File: config.mk
export PLATFORM = sky130hd
export DESIGN_NAME = p32_seq_ctrl
export DESIGN_NICKNAME = d
export VERILOG_FILES = /design/src/rtl/p32_seq_ctrl.sv
export SDC_FILE = /design/constraint.sdc
export NUM_CORES = 1
export LEC_CHECK = 0
export ABC_CLOCK_PERIOD_IN_PS = 10500
export CAP_MARGIN = 20
export CORE_MARGIN = 2
export CORE_UTILIZATION = 40
export CTS_CLUSTER_DIAMETER = 100
export DETAILED_ROUTE_END_ITERATION = 6
export DONT_BUFFER_PORTS = 1
export PLACE_DENSITY = 0.54
export SYNTH_ARGS = -nofsm -noshare
export SYNTH_HDL_FRONTEND = slang
export SYNTH_SLANG_ARGS = --single-unit
File: constraint.sdc
create_clock -name clk -period 10.5 [get_ports clk]
set_input_delay 2.625 -clock clk [delete_from_list [all_inputs] [get_ports clk]]
set_output_delay 2.625 -clock clk [all_outputs]
set_load 0.01 [all_outputs]
File: src/rtl/p32_seq_ctrl.sv
// Multicycle fetch/decode/execute/writeback sequencer, one instruction in flight.
// Latency: 4 cycles from run to the register write when imem_ack and alu_done arrive at once.
// Backpressure: FETCH waits for imem_ack, EXEC waits for alu_done (bounded), a WB store waits for dmem_ack.
module p32_seq_ctrl #(
    parameter logic [31:0] RESET_PC     = 32'h0000_0000,
    parameter int          PC_STEP      = 4,
    parameter logic [7:0]  HALT_OP      = 8'hFF,
    parameter int          EXEC_TIMEOUT = 64
) (
    input  logic        clk,
    input  logic        rst,
    input  logic        run,
    output logic        imem_req,
    output logic [31:0] imem_addr,
    input  logic        imem_ack,
    input  logic [31:0] imem_rdata,
    output logic [3:0]  rf_raddr_a,
    output logic [3:0]  rf_raddr_b,
    output logic        alu_start,
    output logic [7:0]  alu_opcode,
    output logic        alu_isfloat,
    output logic        alu_src,
    output logic [15:0] alu_imm,
    input  logic        alu_done,
    input  logic [31:0] alu_result,
    output logic        rf_we,
    output logic [3:0]  rf_waddr,
    output logic [31:0] rf_wdata,
    output logic        dmem_req,
    output logic [31:0] dmem_wdata,
    input  logic        dmem_ack,
    output logic [31:0] pc,
    output logic [2:0]  state,
    output logic        halted,
    output logic        err,
    output logic [31:0] retired
);

    localparam int CW = $clog2(EXEC_TIMEOUT + 1);

    typedef enum logic [2:0] {
        S_IDLE   = 3'd0,
        S_FETCH  = 3'd1,
        S_DECODE = 3'd2,
        S_EXEC   = 3'd3,
        S_WB     = 3'd4,
        S_HALT   = 3'd5,
        S_ERR    = 3'd6
    } state_t;

    typedef enum logic [1:0] {
        DST_RF   = 2'b00,
        DST_MEM  = 2'b01,
        DST_PC   = 2'b10,
        DST_NONE = 2'b11
    } dst_t;

    state_t        state_q;
    state_t        state_d;
    logic [31:0]   pc_q;
    logic [31:0]   ir_q;
    logic [31:0]   result_q;
    logic [31:0]   retired_q;
    logic [CW-1:0] exec_cnt_q;

    // IR: [31:28] opcode high nibble, [27] isfloat, [26] src, [25:24] dst,
    // [23:20] rd, [19:16] rs, [15:0] imm. rd doubles as the opcode low nibble.
    logic [3:0]  ir_rd;
    logic [3:0]  ir_rs;
    logic [7:0]  ir_opcode;
    dst_t        ir_dst;
    logic        timeout_hit;
    logic        wb_exit;

    assign ir_rd       = ir_q[23:20];
    assign ir_rs       = ir_q[19:16];
    assign ir_opcode   = {ir_q[31:28], ir_q[23:20]};
    assign ir_dst      = dst_t'(ir_q[25:24]);
    assign timeout_hit = (exec_cnt_q == CW'(EXEC_TIMEOUT));
    assign wb_exit     = (state_q == S_WB) && ((ir_dst != DST_MEM) || dmem_ack);

    always_ff @(posedge clk or posedge rst) begin
        if (rst) begin
            state_q <= S_IDLE;
        end else begin
            state_q <= state_d;
        end
    end

    always_comb begin
        state_d = state_q;
        case (state_q)
            S_IDLE:   if (run) state_d = S_FETCH;
            S_FETCH:  if (imem_ack) state_d = S_DECODE;
            S_DECODE: state_d = (ir_opcode == HALT_OP) ? S_HALT : S_EXEC;
            S_EXEC: begin
                // done on the final allowed cycle still completes normally
                if (alu_done)         state_d = S_WB;
                else if (timeout_hit) state_d = S_ERR;
            end
            S_WB:     if (wb_exit) state_d = S_FETCH;
            S_HALT:   state_d = S_HALT;
            S_ERR:    state_d = S_ERR;
            default:  state_d = S_IDLE;
        endcase
    end

    always_comb begin
        imem_req  = 1'b0;
        alu_start = 1'b0;
        rf_we     = 1'b0;
        dmem_req  = 1'b0;
        halted    = 1'b0;
        err       = 1'b0;
        case (state_q)
            S_FETCH: imem_req  = 1'b1;
            S_EXEC:  alu_start = (exec_cnt_q == CW'(1));
            S_WB: begin
                rf_we    = (ir_dst == DST_RF);
                dmem_req = (ir_dst == DST_MEM);
            end
            S_HALT:  halted = 1'b1;
            S_ERR:   err    = 1'b1;
            default: ;
        endcase
    end

    always_ff @(posedge clk or posedge rst) begin
        if (rst) begin
            pc_q       <= RESET_PC;
            ir_q       <= '0;
            result_q   <= '0;
            retired_q  <= '0;
            exec_cnt_q <= '0;
        end else begin
            if (state_q == S_FETCH && imem_ack) begin
                ir_q <= imem_rdata;
                pc_q <= pc_q + 32'(PC_STEP);
            end
            if (state_q == S_DECODE) begin
                exec_cnt_q <= CW'(1);
            end
            if (state_q == S_EXEC) begin
                if (alu_done) result_q   <= alu_result;
                else          exec_cnt_q <= exec_cnt_q + CW'(1);
            end
            if (wb_exit) begin
                retired_q <= retired_q + 32'd1;
                if (ir_dst == DST_PC) pc_q <= result_q;
            end
        end
    end

    assign imem_addr   = pc_q;
    assign pc          = pc_q;
    assign state       = state_q;
    assign retired     = retired_q;
    assign rf_raddr_a  = ir_rd;
    assign rf_raddr_b  = ir_rs;
    assign alu_opcode  = ir_opcode;
    assign alu_isfloat = ir_q[27];
    assign alu_src     = ir_q[26];
    assign alu_imm     = ir_q[15:0];
    assign rf_waddr    = ir_rd;
    assign rf_wdata    = result_q;
    assign dmem_wdata  = result_q;

endmodule

==> impl_metrics.json <==
{
  "status": "finished clean",
  "cp.buffers_inverters": 1,
  "die_height_um": 136,
  "synth-async-reset-ratio": 1.00,
  "port_buffers": 0,
  "final_nets": 610,
  "first_global_vias": 4327,
  "synth_seq_cells": 138,
  "htree_levels": 4,
  "final_cell_area_um2": 7020,
  "slowest_stage": "dfrtp_1",
  "finClkSkew_ps": 7.23,
  "ioPinCount": 277,
  "power_leakage_nw": 2.94,
  "core_region_area_um2": 17200,
  "gr-total-overflow": 0,
  "slew_viol_final": 0,
  "drv_cap": 0,
  "netlist_top_cells_count": "138 x dfrtp_1, 102 x buf_4, 68 x mux2_2, 44 x nor2_1, 34 x a21oi_1",
  "grtUsageTotal": 0.164,
  "yosys_warnings": 0,
  "diodes": 0,
  "synth_edf_count": 0,
  "cts_buffers": 17,
  "hold_viol_final": 0,
  "cp_data_required_time_ps": 7880,
  "clock_latency_ps": 410,
  "cts_buffer_depth": 2,
  "avgViaCountPerCell": 5.42,
  "cts_tree": "built",
  "period_share": 0.460,
  "yosysMostFrequentCell": "dfrtp_1",
  "yosysSeqAreaShare": 0.494,
  "synth_top_cell_by_area": "dfrtp_1",
  "slew_headroom": 0.385,
  "drtIter0Drc": 154,
  "finalCriticalPeriod_ps": 4830,
  "drt-total-wl_um": 15000,
  "path_cells": "inv_1 -> nor2_1 -> nand3_1 -> nor3b_1",
  "peakVddDrop_mv": 0.172,
  "holdBufCountCts": 0,
  "crit_fanout": 11,
  "cp-start-kind": "flop",
  "grt_pass1_wl_um": 23400,
  "hpwl_um": 10600,
  "die_w_um": 136,
  "critical_path_class": "flop to output pin",
  "grt_setup_unrepaired": "no",
  "vias": 4165,
  "die_area_um2": 18600,
  "ant_nets": 0,
  "start_util": 0.407,
  "std_cell_rows": 48,
  "netlist_area_um2": 6990,
  "finalPower_w": 0.00225,
  "fmax_mhz": 207,
  "slowest_delay_ps": 610,
  "synth.top_cells.by_area": "dfrtp_1 49%, buf_4 11%, mux2_2 11%",
  "syn_area_per_cell_um2": 11.0,
  "ys.flop_type": "dfrtp_1",
  "area_growth_pct": 0.358,
  "syn_inst": 633,
  "synth_nets": 708,
  "first_pass_iters": 4,
  "power_per_cell_area_nw_per_um2": 321,
  "cp_data_arrival_time_ps": 2210,
  "clock-sinks": 138,
  "grt_max_degree": 72,
  "clkSlewWorstSetupHoldPaths_ps": 60,
  "setup_viol": 0,
  "worstSetupEndpointType": "output pin",
  "postCtsSetupRepairBufs": 0,
  "synth_top_area_frac": 0.494,
  "post_cts_resized": 0,
  "hp-class": "flop to flop",
  "reg2reg_slack_ps": 7650,
  "drive_above_1_share": 0.195,
  "crit_family": "simple AND/OR/NAND/NOR gates",
  "placed_area_um2": 6460,
  "worst_slew_pin_slew_ps": 922,
  "root_buffer": "clkbuf_16",
  "antenna_found_initial": 2,
  "synth_cell_types": 44,
  "drc_errors": 0,
  "wl_per_cell_um": 19.5,
  "finalSetupTns_ps": 0,
  "routabilityCongestion": 0.780
}
power by group:
part	internal (W)	switching (W)	leakage, nW
Sequential	0.000741	0.000472	1.66
Combinational	0.000252	0.000210	1.00
Clock	0.000368	0.000209	0.274
metrics by stage:
step	hold WS [ps]	instances	util	setup WS, ps
after floorplan	482	633	-	4180
after global placement	535	741	0.376	5830
after detailed placement	544	741	0.376	5760
after CTS	556	768	0.409	5670
after global routing	576	768	0.409	5440
final	549	768	0.409	5670
metal layers:
| layer | track usage | part of all wire | wire, um | up-vias |
|---|---|---|---|---|
| li1 | - | - | - | 1880 |
| met1 | 0.180 | 0.39 | 5800 | 2079 |
| met2 | 0.286 | 0.51 | 7690 | 179 |
| met3 | 0.0705 | 0.087 | 1310 | 23 |
| met4 | 0.0486 | 0.012 | 174 | 4 |
| met5 | 0 | 0.0016 | 24 | - |
cells in the final DEF (no fill, tap or decap), types with 3 or more instances in the layout:
master	instances
clkbuf_1	3
buf_4	3
nor2_1	44
dfrtp_1	138
nand4_1	20
inv_1	9
mux2i_1	6
nand2_1	29
and3_1	9
nor3_1	10
nand3_1	23
a21oi_1	34
mux2_2	68
and2_1	9
xnor2_1	33
and4_1	12
o21ai_0	7
ha_1	5
clkbuf_8	4
xor2_1	27
clkbuf_16	17
final timing paths:
path,from,depth (start not counted),to
max reg2reg,state[0],6,imem_addr[29]
max,state[1],4,alu_start
min,retired[5],1,retired[5]
max in group asynchronous,rst,2,ir_q[19]
min in group asynchronous,rst,1,dmem_wdata[20]
min reg2reg,retired[5],1,retired[5]
state kept, by name, indices dropped and copies added (netlist names):
name and flops:
dmem_wdata 32, retired 32, exec_cnt_q 7, ir_q 32, imem_addr 32, state 3
worst reg2reg max path, cell delays in order, from the launching register on:
cell and delay, ps:
dfrtp_1 660, and4bb_2 300, buf_4 420, and4_1 570, or4b_1 500, xor2_1 160, a21oi_1 170
final cells by class:
type,count,area (um^2)
clock buffer,24,492
timing repair buffer,3,22.5
sequential,138,3450
tap,225,282
clock inverter,3,65.1
inverter,10,42.5
multi-input combinational,365,2660
fill,1694,10200
cell families after synthesis:
| group | Yosys count | synth area share |
|---|---|---|
| fa+ha+maj | 5 | 0.00895 |
| simple gates | 177 | 0.140 |
| compound gates | 49 | 0.0379 |
| mux | 74 | 0.118 |
| flops | 138 | 0.494 |
| xor+xnor | 60 | 0.0752 |
| buf+inv | 130 | 0.126 |
Power figures use the tool's default switching activity.
